$ cat config.mk
export PLATFORM = sky130hd
export DESIGN_NAME = commit_queue
export DESIGN_NICKNAME = d
export VERILOG_FILES = /design/src/rtl/commit_queue.sv
export SDC_FILE = /design/constraint.sdc
export NUM_CORES = 1
export LEC_CHECK = 0
export ABC_CLOCK_PERIOD_IN_PS = 12170
export CELL_PAD_IN_SITES_DETAIL_PLACEMENT = 1
export CELL_PAD_IN_SITES_GLOBAL_PLACEMENT = 2
export CORE_MARGIN = 2
export CORE_UTILIZATION = 40
export CTS_CLUSTER_SIZE = 30
export DETAILED_ROUTE_END_ITERATION = 10
export GPL_ROUTABILITY_DRIVEN = 0
export PLACE_DENSITY_LB_ADDON = 0.1
export SLEW_MARGIN = 20
export SYNTH_ARGS = -nofsm -noshare
export SYNTH_HDL_FRONTEND = slang
export SYNTH_SLANG_ARGS = --single-unit
$ cat constraint.sdc
create_clock -name clock -period 12.17 [get_ports clock]
set_clock_uncertainty 0.1 [all_clocks]
set_input_delay 2.434 -clock clock [delete_from_list [all_inputs] [get_ports clock]]
set_output_delay 2.434 -clock clock [all_outputs]
set_load 0.02 [all_outputs]
$ cat src/rtl/commit_queue.sv
// Commit FIFO between writeback and the difftest commit port; filters bubbles and halts the core on a trap instruction.
// Latency: one cycle from enqueue to cmt_valid; wb_ready is registered state only and drops when full or draining.
module commit_queue #(
    parameter int          DEPTH    = 4,
    parameter logic [63:0] PC_START = 64'h8000_0000
) (
    input  logic        clock,
    input  logic        reset,
    input  logic        wb_valid,
    input  logic [63:0] wb_pc,
    input  logic [31:0] wb_inst,
    input  logic        wb_rd_en,
    input  logic [4:0]  wb_rd_addr,
    input  logic [63:0] wb_wdata,
    input  logic [63:0] wb_a0,
    output logic        wb_ready,
    output logic        cmt_valid,
    input  logic        cmt_ready,
    output logic [63:0] cmt_pc,
    output logic [31:0] cmt_inst,
    output logic [63:0] cmt_wdata,
    output logic        cmt_wen,
    output logic [7:0]  cmt_wdest,
    output logic        trap_valid,
    output logic [7:0]  trap_code,
    output logic [63:0] trap_pc,
    output logic [63:0] cycle_cnt,
    output logic [63:0] instr_cnt
);
    localparam int AW = (DEPTH > 1) ? $clog2(DEPTH) : 1;
    localparam int CW = AW + 1;

    localparam logic [1:0] RUN   = 2'd0;
    localparam logic [1:0] DRAIN = 2'd1;
    localparam logic [1:0] HALT  = 2'd2;

    logic [1:0]    state_q, state_d;
    logic [CW-1:0] count_q, count_d;
    logic [AW-1:0] rd_ptr_q, rd_ptr_d;
    logic [AW-1:0] wr_ptr_q, wr_ptr_d;
    logic [7:0]    trap_code_q, trap_code_d;
    logic [63:0]   trap_pc_q, trap_pc_d;
    logic [63:0]   cycle_q, cycle_d;
    logic [63:0]   instr_q, instr_d;

    logic [63:0] pc_q    [DEPTH];
    logic [31:0] inst_q  [DEPTH];
    logic [63:0] wdata_q [DEPTH];
    logic        wen_q   [DEPTH];
    logic [4:0]  rd_q    [DEPTH];

    logic bubble, do_enq, do_deq, is_trap;
    logic unused_a0_hi;

    assign unused_a0_hi = ^wb_a0[63:8];

    assign wb_ready  = (state_q == RUN) && (count_q < CW'(DEPTH));
    assign cmt_valid = (count_q != '0) && (state_q != HALT);
    // Bubbles are handshaken so writeback never stalls on them, but they never reach the queue.
    assign bubble    = (wb_pc == 64'd0) || ((wb_pc == PC_START) && (wb_inst == 32'd0));
    assign do_enq    = wb_valid && wb_ready && !bubble;
    assign do_deq    = cmt_valid && cmt_ready;
    assign is_trap   = (wb_inst[6:0] == 7'h6b);

    assign cmt_pc     = cmt_valid ? pc_q[rd_ptr_q]    : 64'd0;
    assign cmt_inst   = cmt_valid ? inst_q[rd_ptr_q]  : 32'd0;
    assign cmt_wdata  = cmt_valid ? wdata_q[rd_ptr_q] : 64'd0;
    assign cmt_wen    = cmt_valid && wen_q[rd_ptr_q];
    assign cmt_wdest  = cmt_valid ? {3'b000, rd_q[rd_ptr_q]} : 8'd0;
    assign trap_valid = (state_q == HALT);
    assign trap_code  = trap_code_q;
    assign trap_pc    = trap_pc_q;
    assign cycle_cnt  = cycle_q;
    assign instr_cnt  = instr_q;

    always_comb begin
        state_d     = state_q;
        count_d     = count_q;
        rd_ptr_d    = rd_ptr_q;
        wr_ptr_d    = wr_ptr_q;
        trap_code_d = trap_code_q;
        trap_pc_d   = trap_pc_q;
        cycle_d     = (state_q != HALT) ? cycle_q + 64'd1 : cycle_q;
        instr_d     = do_deq ? instr_q + 64'd1 : instr_q;

        if (do_enq) begin
            wr_ptr_d = wr_ptr_q + AW'(1);
            if (is_trap) begin
                state_d     = DRAIN;
                trap_code_d = wb_a0[7:0];
                trap_pc_d   = wb_pc;
            end
        end
        if (do_deq) begin
            rd_ptr_d = rd_ptr_q + AW'(1);
            // Nothing enqueues behind the trap, so the last entry out of DRAIN is the trap itself.
            if ((state_q == DRAIN) && (count_q == CW'(1))) begin
                state_d = HALT;
            end
        end
        case ({do_enq, do_deq})
            2'b10:   count_d = count_q + CW'(1);
            2'b01:   count_d = count_q - CW'(1);
            default: count_d = count_q;
        endcase
    end

    always_ff @(posedge clock) begin
        if (reset) begin
            state_q     <= RUN;
            count_q     <= '0;
            rd_ptr_q    <= '0;
            wr_ptr_q    <= '0;
            trap_code_q <= 8'd0;
            trap_pc_q   <= 64'd0;
            cycle_q     <= 64'd0;
            instr_q     <= 64'd0;
        end else begin
            state_q     <= state_d;
            count_q     <= count_d;
            rd_ptr_q    <= rd_ptr_d;
            wr_ptr_q    <= wr_ptr_d;
            trap_code_q <= trap_code_d;
            trap_pc_q   <= trap_pc_d;
            cycle_q     <= cycle_d;
            instr_q     <= instr_d;
        end
    end

    always_ff @(posedge clock) begin
        if (do_enq) begin
            pc_q[wr_ptr_q]    <= wb_pc;
            inst_q[wr_ptr_q]  <= wb_inst;
            wdata_q[wr_ptr_q] <= wb_wdata;
            wen_q[wr_ptr_q]   <= wb_rd_en && (wb_rd_addr != 5'd0);
            rd_q[wr_ptr_q]    <= wb_rd_addr;
        end
    end
endmodule

==> reports/metrics.csv, run 1 <==
metric,value,unit
synthesized area per cell,15.5,µm²
simple-gate share of the synthesized area,11.5,%
number of levels in the clock H-tree,3,
First DRT Iteration DRCs,1338,
Clock Sinks,875,
overall die area,89900,µm²
Setup crit end kind,output port,
number of setup buffers added after CTS,0,
pin count of the biggest net entering global routing,126,
Initial Util,40.3,%
leftover overflow at the end of global routing,0,
post-CTS resize count,0,
number of clock buffers inserted by TritonCTS,98,
first-pass GRT wire length,153000,µm
residual antenna-violating net count after detailed routing,0,
die width,300,µm
Final setup violation count,0,
all-layer global routing usage,22.6,%
main combinational cell family by area after synthesis,multiplexers,
layout cells sized above 1,13.2,%
post-synthesis compound-gate area fraction,3.04,%
length of the first detailed-routing pass in iterations,5,
final hold vios,0,
"share of synthesized cell area in full adder, half adder and majority cells",0.393,%
Std-Cell Core Area,86800,µm²
cell area after synthesis,35000,µm²
clk slew on worst S/H paths,0.06,ns
Leakage,14.5,nW
total DRC errors in the routed layout,0,
result of the run,"complete, no violations",
sequential element share of the synthesized area,69.0,%
vias post-DR,22026,
TritonCTS clock tree,yes,
flop and latch count out of synthesis,875,
number of rows in the core area,108,
Post-Layout Inst Area,44900,µm²
Max Clk Rate,150,MHz
unrepaired setup endpoints after global routing,no,
Vias per Instance,5.48,
most repeated cell in the gate-level netlist after synthesis,edfxtp_1,
"Primary FF master, synth",edfxtp_1,
peak ir drop on the vdd network,0.214,mV
endpoint arrival time on the critical path,4.11,ns
path type of the worst min-delay path,reg -> reg,
number of enable flip-flop cells after synthesis,664,
number of instances in the synthesized netlist,2252,
multiplexer share of the synthesized area,12.9,%
Clk Tree Root Cell,clkbuf_16,
synthesized-area fraction occupied by xor and xnor cells,1.20,%
Nets,3022,
# port buffers,546,
"Data required, critical path",9.64,ns
worst-skew pair later-pin latency,0.65,ns
P per Cell Area,208,nW/µm²
antenna violations before repair,14,
most instantiated cells after synthesis,"edfxtp_1, dfxtp_1, nand2_1, and3_1, mux4_2",
detailed placer's ending HPWL,65200,µm
I/O pin total,606,
vias in the first global route,23191,
fin crit period,6.65,ns
Avg WL per Cell,25.5,µm
final-layout setup total negative slack,0,ns
Synth cell types,51,
critical path type,reg -> out,
YS warnings,0,
async set-or-reset flop fraction in the synthesized netlist,0,%
transition time of the tightest slew-check pin,1.10,ns
growth of design area from synthesis to finish,28.4,%
max-slew violation count,0,
CP Max Fanout,95,
kind of launch point of the worst setup path,flop,
Max Cap Violations,0,
die outline height,300,µm
Clock Path Buffers,3,
relative slew slack,26.9,%
cell types with the largest area share after synthesis,"edfxtp_1, dfxtp_1, mux4_2, and3_1, nand2_1",
largest area contributor in the synthesized netlist,edfxtp_1,
placed inst area,41600,µm²
area share of the largest cell type after synthesis,57.0,%
Routed Wire Length,103000,µm
# hold bufs at CTS,0,
ratio of final minimum period to clock period,54.6,%
-- critical path: stages (launching register included) --
cell and delay, ns:
dfxtp_1 0.37, nand2b_4 0.40, buf_4 0.63, buf_4 0.87
and3_1 0.31, clkdlybuf4s50_1 0.72
-- worst paths after layout --
check / startpoint / to / slack, ns / cells after the start
max reg2reg: state_q[0]$_SDFF_PP0_ / cycle_cnt[48]$_SDFFE_PP0N_ / 7.68 / 7
max: state_q[0]$_SDFF_PP0_ / cmt_inst[31] / 5.52 / 5
min reg2reg: trap_pc[56]$_SDFFE_PP0P_ / trap_pc[56]$_SDFFE_PP0P_ / 0.36 / 2
min: trap_pc[56]$_SDFFE_PP0P_ / trap_pc[56]$_SDFFE_PP0P_ / 0.36 / 2
-- area by class of cell --
| type | count | area (µm²) |
|---|---|---|
| Antenna cell | 3 | 7.51 |
| Clock buffer | 128 | 2700 |
| Clock inverter | 56 | 656 |
| Fill cell | 8322 | 41800 |
| Inverter | 24 | 95.1 |
| Multi-Input combinational cell | 1210 | 10200 |
| Sequential cell | 875 | 24200 |
| Tap cell | 1155 | 1450 |
| Timing Repair Buffer | 568 | 5670 |
-- layout by cell type, fill, tap and decap left out, types with 17 or more instances in the layout --
master / netlist / final
edfxtp_1: 664 / 664
clkdlybuf4s50_1: 0 / 545
dfxtp_1: 211 / 209
nand2_1: 201 / 201
and3_1: 176 / 176
mux4_2: 166 / 166
clkbuf_16: 0 / 98
a21oi_1: 77 / 76
mux2i_1: 73 / 73
nor2_1: 69 / 69
nand3_1: 59 / 59
or4_1: 57 / 57
o31ai_1: 48 / 48
nand4_1: 42 / 42
nor4_1: 40 / 40
or3_1: 26 / 26
xnor2_1: 26 / 26
clkinv_2: 0 / 23
inv_1: 23 / 22
xor2_1: 22 / 22
o21ai_0: 21 / 21
buf_4: 3 / 20
clkbuf_1: 108 / 17
-- sequential cells by signal, summed over array words and instances (netlist names), 3 cells and up, named ones only --
signal	count
count_q	3
trap_code	8
wen_q	4
rd_q	20
wdata_q	256
cycle_cnt	64
instr_cnt	64
trap_pc	64
inst_q	128
pc_q	256
-- routing by layer --
metal	GRT usage (%)	share of wire, %
met3	6.30	7.2
met1	28.5	40
met5	0	0.12
met2	38.1	50
met4	6.87	2.6
-- cells by family after synthesis --
group / Yosys count
flops: 875
simple gates: 734
mux: 242
compound gates: 172
buf+inv: 169
xor+xnor: 48
fa+ha+maj: 11
other cells: 1
-- through the flow --
step / std cells / power [mW] / worst slack (ns) / hold slack (ns) / utilization (%)
after floorplan: 2254 / 5.22 / 4.77 / 0.364 / -
after global placement: 3832 / 6.40 / 5.50 / 0.343 / 47.9
after detailed placement: 3832 / 6.43 / 5.35 / 0.351 / 47.9
after CTS: 4016 / 9.48 / 5.42 / 0.360 / 51.8
after global routing: 4018 / 9.74 / 5.29 / 0.378 / 51.8
final: 4019 / 9.35 / 5.52 / 0.358 / 51.8
-- where the power goes --
group | leakage (nW) | total, mW | internal [mW] | switching [mW]
clock | 1.64 | 3.03 | 1.80 | 1.23
combinational | 5.08 | 2.64 | 1.21 | 1.43
sequential | 7.83 | 3.67 | 3.55 | 0.124
total | 14.5 | 9.35 | 6.56 | 2.78
No activity file was read; power rests on OpenSTA's default activity.
==> run 2: changes to the inputs <==
--- a/config.mk
+++ b/config.mk
@@ -5,11 +5,11 @@
 export SDC_FILE = /design/constraint.sdc
 export NUM_CORES = 1
 export LEC_CHECK = 0
-export ABC_CLOCK_PERIOD_IN_PS = 12170
+export ABC_CLOCK_PERIOD_IN_PS = 6320
 export CELL_PAD_IN_SITES_DETAIL_PLACEMENT = 1
 export CELL_PAD_IN_SITES_GLOBAL_PLACEMENT = 2
 export CORE_MARGIN = 2
-export CORE_UTILIZATION = 40
+export CORE_UTILIZATION = 38
 export CTS_CLUSTER_SIZE = 30
 export DETAILED_ROUTE_END_ITERATION = 10
 export GPL_ROUTABILITY_DRIVEN = 0
==> constraint.sdc (replaced) <==
create_clock -name clock -period 6.32 [get_ports clock]
set_clock_uncertainty 0.1 [all_clocks]
set_input_delay 1.264 -clock clock [delete_from_list [all_inputs] [get_ports clock]]
set_output_delay 1.264 -clock clock [all_outputs]
set_load 0.02 [all_outputs]
==> run 2 against run 1 <==
Compared with the run above: critical path depth grew 1; clock-buffer cell count is 3 higher; routed wire length rose by 1.1%; flip-flop and latch count stayed put; utilization is 2.5 points lower; clock power grew 91%.
==> reports/metrics.csv, run 2 (same netlist as run 1, synthesis figures left out) <==
metric,value,unit
worst-skew pair later-pin latency,0.65,ns
post-CTS resize count,0,
number of levels in the clock H-tree,3,
final hold vios,0,
destination of the worst register-to-register timing path,instr_cnt[49]$_SDFFE_PP0P_,
overall die area,94500,µm²
kind of launch point of the worst setup path,flop,
"commonest non-fill, non-tap cell in the layout",edfxtp_1,
relative slew slack,29.3,%
unrepaired setup endpoints after global routing,no,
peak ir drop on the vdd network,0.307,mV
path type of the worst min-delay path,reg -> reg,
"Data required, critical path",4.96,ns
fin crit period,4.80,ns
largest registers,"pc_q (256), wdata_q (256), inst_q (128)",
number of rows in the core area,111,
worst hold slack after final layout,0.359,ns
residual antenna-violating net count after detailed routing,0,
Tot Pwr,18.0,mW
final-layout setup total negative slack,0,ns
transition time of the tightest slew-check pin,1.06,ns
Std-Cell Core Area,91500,µm²
# port buffers,546,
Avg WL per Cell,25.6,µm
endpoint arrival time on the critical path,3.44,ns
First DRT Iteration DRCs,1457,
worst setup slack after placement,1.23,ns
ratio of final minimum period to clock period,76.0,%
Vias per Instance,5.47,
TritonCTS clock tree,yes,
instance count along the most critical hold path,2,
Max Cap Violations,0,
number of setup buffers added after CTS,0,
total DRC errors in the routed layout,0,
Setup WS post-layout,1.52,ns
critical path type,reg -> out,
P per Cell Area,400,nW/µm²
source of the worst hold timing path,trap_pc[4]$_SDFFE_PP0P_,
worst-case reg-to-reg path depth,7,
Hold Path End,trap_pc[4]$_SDFFE_PP0P_,
Clk Tree Root Cell,clkbuf_16,
Setup crit end kind,output port,
reg2reg start,count_q[0]$_SDFFE_PP0P_,
leftover overflow at the end of global routing,0,
length of the first detailed-routing pass in iterations,7,
die width,307,µm
number of clock buffers inserted by TritonCTS,96,
"reg-to-reg slack, setup",2.76,ns
all-layer global routing usage,21.7,%
pin count of the biggest net entering global routing,128,
layout cells sized above 1,13.1,%
antenna violations before repair,7,
Initial Util,38.2,%
vias in the first global route,23126,
CP Max Fanout,127,
Post-Layout Inst Area,45100,µm²
Nets,3024,
most frequent cells in the layout,"edfxtp_1, clkdlybuf4s50_1, dfxtp_1, nand2_1, and3_1",
I/O pin total,606,
Clock Path Buffers,3,
placed inst area,41800,µm²
max-slew violation count,0,
first-pass GRT wire length,153000,µm
Final setup violation count,0,
Max Clk Rate,208,MHz
Routed Wire Length,104000,µm
growth of design area from synthesis to finish,28.9,%
result of the run,"complete, no violations",
# hold bufs at CTS,0,
detailed placer's ending HPWL,67100,µm
clk slew on worst S/H paths,0.06,ns
Clock Sinks,875,
die outline height,307,µm
Leakage,14.6,nW
vias post-DR,22146,
run 2: cell count changes in the layout (fill, tap and decap cells not counted), sizes merged:
cell / change
clkinv: -5
buf: +4
clkbuf: +3
diode: +2
bufinv: -1
clkinvlp: -1
run 2: worst max-delay path by stage:
stage                       startpoint                       end  slack [ns]  cells after the start
5_1_grt        count_q[0]$_SDFFE_PP0P_                cmt_pc[24]        1.32                      6
4_1_cts        count_q[0]$_SDFFE_PP0P_                cmt_pc[61]        1.42                      6
3_3_place_gp                 wb_pc[24]   inst_q[1][23]$_DFFE_PP_        1.30                      8
6_report       count_q[0]$_SDFFE_PP0P_                cmt_pc[24]        1.52                      6
3_5_place_dp                 wb_pc[37]  wdata_q[1][50]$_DFFE_PP_        1.23                      8
2_1_floorplan                wb_pc[31]    inst_q[2][0]$_DFFE_PP_        0.09                      5
run 2: cell type report:
cell class              instances  area (µm²)
multi-input cells            1210       10200
well taps                    1186        1480
inverters                      24        95.1
clock inverters                49         554
fillers                      8854       46400
diodes                          5        12.5
repair buffers                572        5850
clock buffers                 131        2750
flip-flops and latches        875       24200
run 2: worst max-delay path, stage by stage (launching register included):
cell and delay [ns]:
dfxtp_1 0.40, inv_1 0.09, ha_1 0.25, nand2b_4 0.40, buf_12 0.45, and3_1 0.34, clkdlybuf4s50_1 0.64
run 2: routing by layer:
layer  global-route usage [%]  part of all wire [%]  up-vias
li1                         -                     -     9913
met1                     27.6                    41    11560
met2                     36.6                    50      548
met3                     6.30                   7.1      119
met4                     5.06                   1.9        6
met5                        0                 0.039        -
run 2: through the flow:
| stage | util, % | cells |
|---|---|---|
| 5_1_grt | 49.3 | 4049 |
| 3_5_place_dp | 45.7 | 3867 |
| 6_report | 49.3 | 4052 |
| 2_1_floorplan | - | 2254 |
| 4_1_cts | 49.3 | 4047 |
| 3_3_place_gp | 45.7 | 3867 |
run 2: where the power goes:
| group | switching [mW] | internal, mW |
|---|---|---|
| clock network | 2.34 | 3.46 |
| registers | 0.194 | 6.83 |
| logic | 2.83 | 2.39 |
| total | 5.36 | 12.7 |
